--- config.mk ---
export PLATFORM = sky130hd
export DESIGN_NAME = demosaic_mem_arbiter
export DESIGN_NICKNAME = d
export VERILOG_FILES = /design/src/rtl/demosaic_pkg.sv /design/src/rtl/demosaic_arb_rd_tag.sv /design/src/rtl/demosaic_mem_arbiter.sv
export SDC_FILE = /design/constraint.sdc
export NUM_CORES = 1
export LEC_CHECK = 0
export CELL_PAD_IN_SITES_DETAIL_PLACEMENT = 0
export CELL_PAD_IN_SITES_GLOBAL_PLACEMENT = 1
export CORE_ASPECT_RATIO = 0.6
export CORE_MARGIN = 4
export CORE_UTILIZATION = 24
export DETAILED_ROUTE_END_ITERATION = 12
export PLACE_DENSITY_LB_ADDON = 0.1
export SLEW_MARGIN = 20
export SYNTH_ARGS = -nofsm -noshare
export SYNTH_HDL_FRONTEND = slang
export SYNTH_SLANG_ARGS = --single-unit
--- constraint.sdc ---
create_clock -name clk -period 2.95 [get_ports clk]
set_input_delay 0.59 -clock clk [delete_from_list [all_inputs] [get_ports clk]]
set_output_delay 0.59 -clock clk [all_outputs]
set_load 0.02 [all_outputs]
--- src/rtl/demosaic_pkg.sv ---
// Shared definitions for the demosaic pixel-SRAM arbiter: frame geometry,
// arbiter state encoding, master identifiers and channel lane indices.
package demosaic_pkg;

    // 128x128 frame, one byte per colour channel
    localparam int PIX_ADDR_W    = 14;
    localparam int PIX_DATA_W    = 8;
    localparam int ARB_MAX_BURST = 16;

    // Arbiter ownership states
    typedef enum logic [1:0] {
        IDLE = 2'd0,
        OWN0 = 2'd1,
        OWN1 = 2'd2
    } arb_state_t;

    // Master identifier: 0 = demosaic engine, 1 = frame loader / host readout
    typedef logic master_id_t;

    localparam master_id_t MID_M0 = 1'b0;
    localparam master_id_t MID_M1 = 1'b1;

    // Lane positions inside {r,g,b} words and the 3-bit byte enable
    localparam int CH_R = 2;
    localparam int CH_G = 1;
    localparam int CH_B = 0;

endpackage

--- src/rtl/demosaic_arb_rd_tag.sv ---
// Two-stage {valid,id} pipe that follows each accepted read beat through the
// registered address stage and the SRAM access, and raises rvalid for the
// master that issued the read exactly when SRAM data arrives.
module demosaic_arb_rd_tag
    import demosaic_pkg::*;
(
    input  logic       clk,
    input  logic       reset,
    input  logic       rd_beat,
    input  master_id_t beat_id,
    output logic       rvalid0,
    output logic       rvalid1
);

    logic       vld_p0;
    logic       vld_p1;
    master_id_t id_p0;
    master_id_t id_p1;

    // Valid bits: cleared by reset so reads in flight at reset never return
    always_ff @(posedge clk) begin
        if (!reset) begin
            vld_p0 <= 1'b0;
            vld_p1 <= 1'b0;
        end else begin
            // p0: beat accepted, address now registered toward SRAM
            vld_p0 <= rd_beat;
            // p1: SRAM has produced the read word
            vld_p1 <= vld_p0;
        end
    end

    // Owner id rides alongside the valid bits; only meaningful when valid
    always_ff @(posedge clk) begin
        id_p0 <= beat_id;
        id_p1 <= id_p0;
    end

    assign rvalid0 = vld_p1 & (id_p1 == MID_M0);
    assign rvalid1 = vld_p1 & (id_p1 == MID_M1);

endmodule

--- src/rtl/demosaic_mem_arbiter.sv ---
// Round-robin arbiter sharing the R/G/B pixel SRAM triple between the demosaic
// engine (M0) and the frame loader / host readout (M1). The owner keeps the
// grant for up to MAX_BURST beats while the other master waits, indefinitely
// when the other is idle. Memory-side outputs are registered; read data is
// passed straight through and flagged valid for the issuing master.
module demosaic_mem_arbiter
    import demosaic_pkg::*;
#(
    parameter int ADDR_W    = PIX_ADDR_W,
    parameter int DATA_W    = PIX_DATA_W,
    parameter int MAX_BURST = ARB_MAX_BURST
) (
    input  logic                  clk,
    input  logic                  reset,

    input  logic                  m0_req,
    input  logic                  m0_wr,
    input  logic [2:0]            m0_be,
    input  logic [ADDR_W-1:0]     m0_addr,
    input  logic [3*DATA_W-1:0]   m0_wdata,
    output logic                  m0_gnt,
    output logic                  m0_rvalid,
    output logic [3*DATA_W-1:0]   m0_rdata,

    input  logic                  m1_req,
    input  logic                  m1_wr,
    input  logic [2:0]            m1_be,
    input  logic [ADDR_W-1:0]     m1_addr,
    input  logic [3*DATA_W-1:0]   m1_wdata,
    output logic                  m1_gnt,
    output logic                  m1_rvalid,
    output logic [3*DATA_W-1:0]   m1_rdata,

    output logic                  wr_r,
    output logic                  wr_g,
    output logic                  wr_b,
    output logic [ADDR_W-1:0]     addr_r,
    output logic [ADDR_W-1:0]     addr_g,
    output logic [ADDR_W-1:0]     addr_b,
    output logic [DATA_W-1:0]     wdata_r,
    output logic [DATA_W-1:0]     wdata_g,
    output logic [DATA_W-1:0]     wdata_b,
    input  logic [DATA_W-1:0]     rdata_r,
    input  logic [DATA_W-1:0]     rdata_g,
    input  logic [DATA_W-1:0]     rdata_b
);

    localparam int CNT_W = (MAX_BURST > 1) ? $clog2(MAX_BURST) : 1;
    localparam logic [CNT_W-1:0] CNT_LAST = CNT_W'(MAX_BURST - 1);

    arb_state_t        state;
    arb_state_t        state_next;
    master_id_t        rr_ptr;
    master_id_t        rr_next;
    logic [CNT_W-1:0]  beat_cnt;
    logic [CNT_W-1:0]  cnt_next;

    logic                 beat;
    logic                 sel_wr;
    logic [2:0]           sel_be;
    logic [ADDR_W-1:0]    sel_addr;
    logic [3*DATA_W-1:0]  sel_wdata;
    logic                 rd_beat;
    master_id_t           beat_id;

    // Ownership FSM: grants follow the owner's request combinationally; the
    // burst counter saturates at its last value and only forces a handover
    // when the other master is actually waiting.
    always_comb begin
        state_next = state;
        rr_next    = rr_ptr;
        cnt_next   = beat_cnt;
        m0_gnt     = 1'b0;
        m1_gnt     = 1'b0;
        if (reset) begin
            case (state)
                IDLE: begin
                    if (m0_req && m1_req) begin
                        state_next = (rr_ptr == MID_M1) ? OWN1 : OWN0;
                    end else if (m0_req) begin
                        state_next = OWN0;
                    end else if (m1_req) begin
                        state_next = OWN1;
                    end
                end
                OWN0: begin
                    m0_gnt = m0_req;
                    if (!m0_req || (beat_cnt == CNT_LAST && m1_req)) begin
                        state_next = m1_req ? OWN1 : IDLE;
                        rr_next    = MID_M1;
                        cnt_next   = '0;
                    end else if (beat_cnt != CNT_LAST) begin
                        cnt_next = beat_cnt + CNT_W'(1);
                    end
                end
                OWN1: begin
                    m1_gnt = m1_req;
                    if (!m1_req || (beat_cnt == CNT_LAST && m0_req)) begin
                        state_next = m0_req ? OWN0 : IDLE;
                        rr_next    = MID_M0;
                        cnt_next   = '0;
                    end else if (beat_cnt != CNT_LAST) begin
                        cnt_next = beat_cnt + CNT_W'(1);
                    end
                end
                default: begin
                    state_next = IDLE;
                    cnt_next   = '0;
                end
            endcase
        end
    end

    // Arbiter state, round-robin pointer and burst counter
    always_ff @(posedge clk) begin
        if (!reset) begin
            state    <= IDLE;
            rr_ptr   <= MID_M0;
            beat_cnt <= '0;
        end else begin
            state    <= state_next;
            rr_ptr   <= rr_next;
            beat_cnt <= cnt_next;
        end
    end

    // Select the granted master's beat fields; at most one grant is active
    always_comb begin
        sel_wr    = m0_wr;
        sel_be    = m0_be;
        sel_addr  = m0_addr;
        sel_wdata = m0_wdata;
        if (m1_gnt) begin
            sel_wr    = m1_wr;
            sel_be    = m1_be;
            sel_addr  = m1_addr;
            sel_wdata = m1_wdata;
        end
    end

    assign beat    = m0_gnt | m1_gnt;
    assign rd_beat = beat & ~sel_wr;
    assign beat_id = m1_gnt ? MID_M1 : MID_M0;

    // Registered SRAM side: write enables pulse for one cycle per write beat,
    // address and write data hold between beats
    always_ff @(posedge clk) begin
        if (!reset) begin
            wr_r    <= 1'b0;
            wr_g    <= 1'b0;
            wr_b    <= 1'b0;
            addr_r  <= '0;
            addr_g  <= '0;
            addr_b  <= '0;
            wdata_r <= '0;
            wdata_g <= '0;
            wdata_b <= '0;
        end else begin
            wr_r <= beat & sel_wr & sel_be[CH_R];
            wr_g <= beat & sel_wr & sel_be[CH_G];
            wr_b <= beat & sel_wr & sel_be[CH_B];
            if (beat) begin
                addr_r  <= sel_addr;
                addr_g  <= sel_addr;
                addr_b  <= sel_addr;
                wdata_r <= sel_wdata[CH_R*DATA_W +: DATA_W];
                wdata_g <= sel_wdata[CH_G*DATA_W +: DATA_W];
                wdata_b <= sel_wdata[CH_B*DATA_W +: DATA_W];
            end
        end
    end

    demosaic_arb_rd_tag u_rd_tag (
        .clk     (clk),
        .reset   (reset),
        .rd_beat (rd_beat),
        .beat_id (beat_id),
        .rvalid0 (m0_rvalid),
        .rvalid1 (m1_rvalid)
    );

    // Reads ignore byte enables: all three channels are returned to both
    // masters, rvalid says whose word it is
    assign m0_rdata = {rdata_r, rdata_g, rdata_b};
    assign m1_rdata = {rdata_r, rdata_g, rdata_b};

endmodule

==> run metrics <==
status finished, final reports clean; Final Non-Filler Cells between 600 and 700; per-cell routed wire length between 15 and 20 µm; maximum clock rate between 0.3 and 0.4 GHz; Main synth FF type dfxtp_1; routed vias about 2800; Slew @ Worst Pin ~0.84 ns; Synth Net Count 498; initial core utilization 0.245; minimum clock period 2.62 ns; total CTS buffers 5; area of the core between 10000 and 15000 µm²; hold path start u_rd_tag.id_p0$_DFF_P_; clk buf depth 2; port bufs 160; Post-DRT Antenna Nets 0; first-pass GRT wire length 15.1 mm; Placement Rows 31; register clock-pin slew on the reported worst setup and hold paths approximately 0.07 ns; MaxCap Viol Count 0; Setup Fix Bufs, Post-CTS 0; Max FO, Critical Path 6; Peak supply drop around 0.22 mV; vias in the first global route between 2000 and 3000; Setup crit start m0_req; ranking of synthesized cells by area dfxtp_1 (35%), buf_4 (20%), a311oi_1 (11%), nand2_1 (11%), nor2_1 (5.6%); Syn Area/Cell a little under 8 µm²; die area between 10000 and 15000 µm²; Synth top area share 0.352; Worst Clk Skew between 0.006 and 0.007 ns; GRT overflow 0; post-DP HPWL just over 7 mm; nets@finish about 570; Mapped Cells 381; Fillers around 1200; gr usage total 0.136; Min-Delay Path Class register to register; I/O pins between 200 and 250; Pwr per Cell Area approximately 560 nW/µm²; TritonRoute pass-1 iters 4; Die Y 94.0 µm; FF-to-FF setup slack around 0.8 ns; RSZ-0062 raised after global routing no; final setup fails 0; DR vias/cell roughly 4.5; CP Launch Type input port; setup_tns 0 ns; CTS tree yes; clk root buf clkbuf_16; Layout area overhead 44.8%; sequential share of the synthesized area 0.352; CP required roughly 2.4 ns; gpl congestion 0.716; largest net degree at the start of global routing 82; DRC 0; Yosys top cell by area dfxtp_1; Final Hold Viols 0; CTS sink cnt between 50 and 60; Multi-input gate area 1220 µm²; Inserted Diodes 0; H-Tree Depth 2; register area between 1000 and 1500 µm²; final wirelength between 9 and 10 mm; die width around 150 µm; DR iter-0 viols about 110; Synth cell types 36; P_leak around 1.5 nW; layout cells sized above 1 0.0485; antenna violations before repair 0; Slew headroom 0.441; worst r2r src state[0]$_SDFFE_PN0P_; post-CTS sizing 0; hold_buf cts 0; later-pin clock latency in the skew report ~0.29 ns; async set-reset flop share out of synthesis 0; Slew Viols, Final 0; CP arrival 2.03 ns; CP Class input port to output port; Final period util 0.888; hold_ws 0.366 ns; Post-synth EDFFs 0; DP Cell Count between 600 and 700; synthesized area roughly 3000 µm²; Critical Path Sink Type output port; Yosys warnings 0; number of synthesized register bits 52
-- flip-flops by register name (all words and copies together), names as in the netlist, 2 cells and up --
register / flops
wdata_g: 8
addr_b: 14
wdata_b: 8
beat_cnt: 4
state: 2
wdata_r: 8
-- cell type report --
| cell class | instances | area share |
|---|---|---|
| clock buffer | 6 | 0.0301 |
| tap | 165 | 0.0482 |
| multi-input combinational | 224 | 0.284 |
| inverter | 4 | 0.00351 |
| timing repair buffer | 167 | 0.389 |
| sequential | 52 | 0.243 |
| clock inverter | 1 | 0.00117 |
-- kinds of logic (layout without fill, tap and decap cells) --
logic type      Yosys count  in the layout  synth area share
buf+inv                 105            178             0.237
mux                       1              1           0.00339
flops                    52             52             0.352
simple gates            155            155             0.219
compound gates           63             63             0.167
fa+ha+maj                 5              5            0.0212
-- worst max-delay path, cell delays in order --
cell and delay (ns):
clkdlybuf4s50_1 0.58, nand2_1 0.10, nor2_1 0.12, clkdlybuf4s50_1 0.64
-- metal layers --
metal / part of all wire / track usage / up-vias / routed length [µm]
met5: 0 / 0 / - / 0
met4: 0.0076 / 0.0317 / 0 / 74
li1: - / - / 1364 / -
met3: 0.12 / 0.0685 / 11 / 1180
met2: 0.40 / 0.192 / 135 / 3880
met1: 0.47 / 0.183 / 1266 / 4580
-- power by group --
part	switching [mW]	total, mW	internal (mW)	leakage, nW
sequential	0.0739	0.876	0.802	0.423
clock	0.262	0.572	0.310	0.0667
combinational	0.482	0.949	0.467	1.01
-- Yosys cell counts (2+ instances only) --
cell	n
buf_2	8
a311oi_1	38
o21a_1	2
nand4_1	2
a21oi_1	8
nor4_1	2
inv_1	3
nor2_1	44
and3_1	3
and2_1	4
nand3_1	3
o21ai_0	7
a211oi_1	2
dfxtp_1	52
ha_1	5
nand2_1	88
clkbuf_1	13
and3_2	2
buf_4	77
buf_1	2
-- worst paths after layout --
| kind | to | depth (start not counted) |
|---|---|---|
| worst min-delay path | u_rd_tag.id_p1$_DFF_P_ | 0 |
| worst min register to register | u_rd_tag.id_p1$_DFF_P_ | 0 |
| worst max-delay path | m0_gnt | 4 |
| worst max register to register | wr_b$_SDFF_PN0_ | 7 |
-- placed cells by master (no fill, tap or decap), drive strengths merged --
master / count
a211oi: 2
a21boi: 1
a21oi: 9
a22oi: 1
a2bb2oi: 1
a311oi: 38
a32o: 1
and2: 4
and3: 6
buf: 7
clkbuf: 6
clkdlybuf4s50: 160
clkinv: 1
dfxtp: 52
ha: 5
inv: 4
mux2i: 1
nand2: 88
nand2b: 1
nand3: 3
nand4: 2
nor2: 44
nor2b: 1
nor3: 1
nor4: 2
nor4b: 1
o21a: 2
o21ai: 7
o22ai: 1
or2b: 1
or4: 1
-- metrics by stage --
step / util / instance area, µm² / power, mW / setup WS (ns)
2_1_floorplan: - / 2960 / 1.52 / 0.913
3_3_place_gp: 0.344 / 4150 / 1.85 / 0.325
3_5_place_dp: 0.344 / 4150 / 1.85 / 0.319
4_1_cts: 0.355 / 4280 / 2.44 / 0.303
5_1_grt: 0.355 / 4280 / 2.55 / 0.228
6_report: 0.355 / 4280 / 2.40 / 0.329
(Power assumes the default switching activity.)
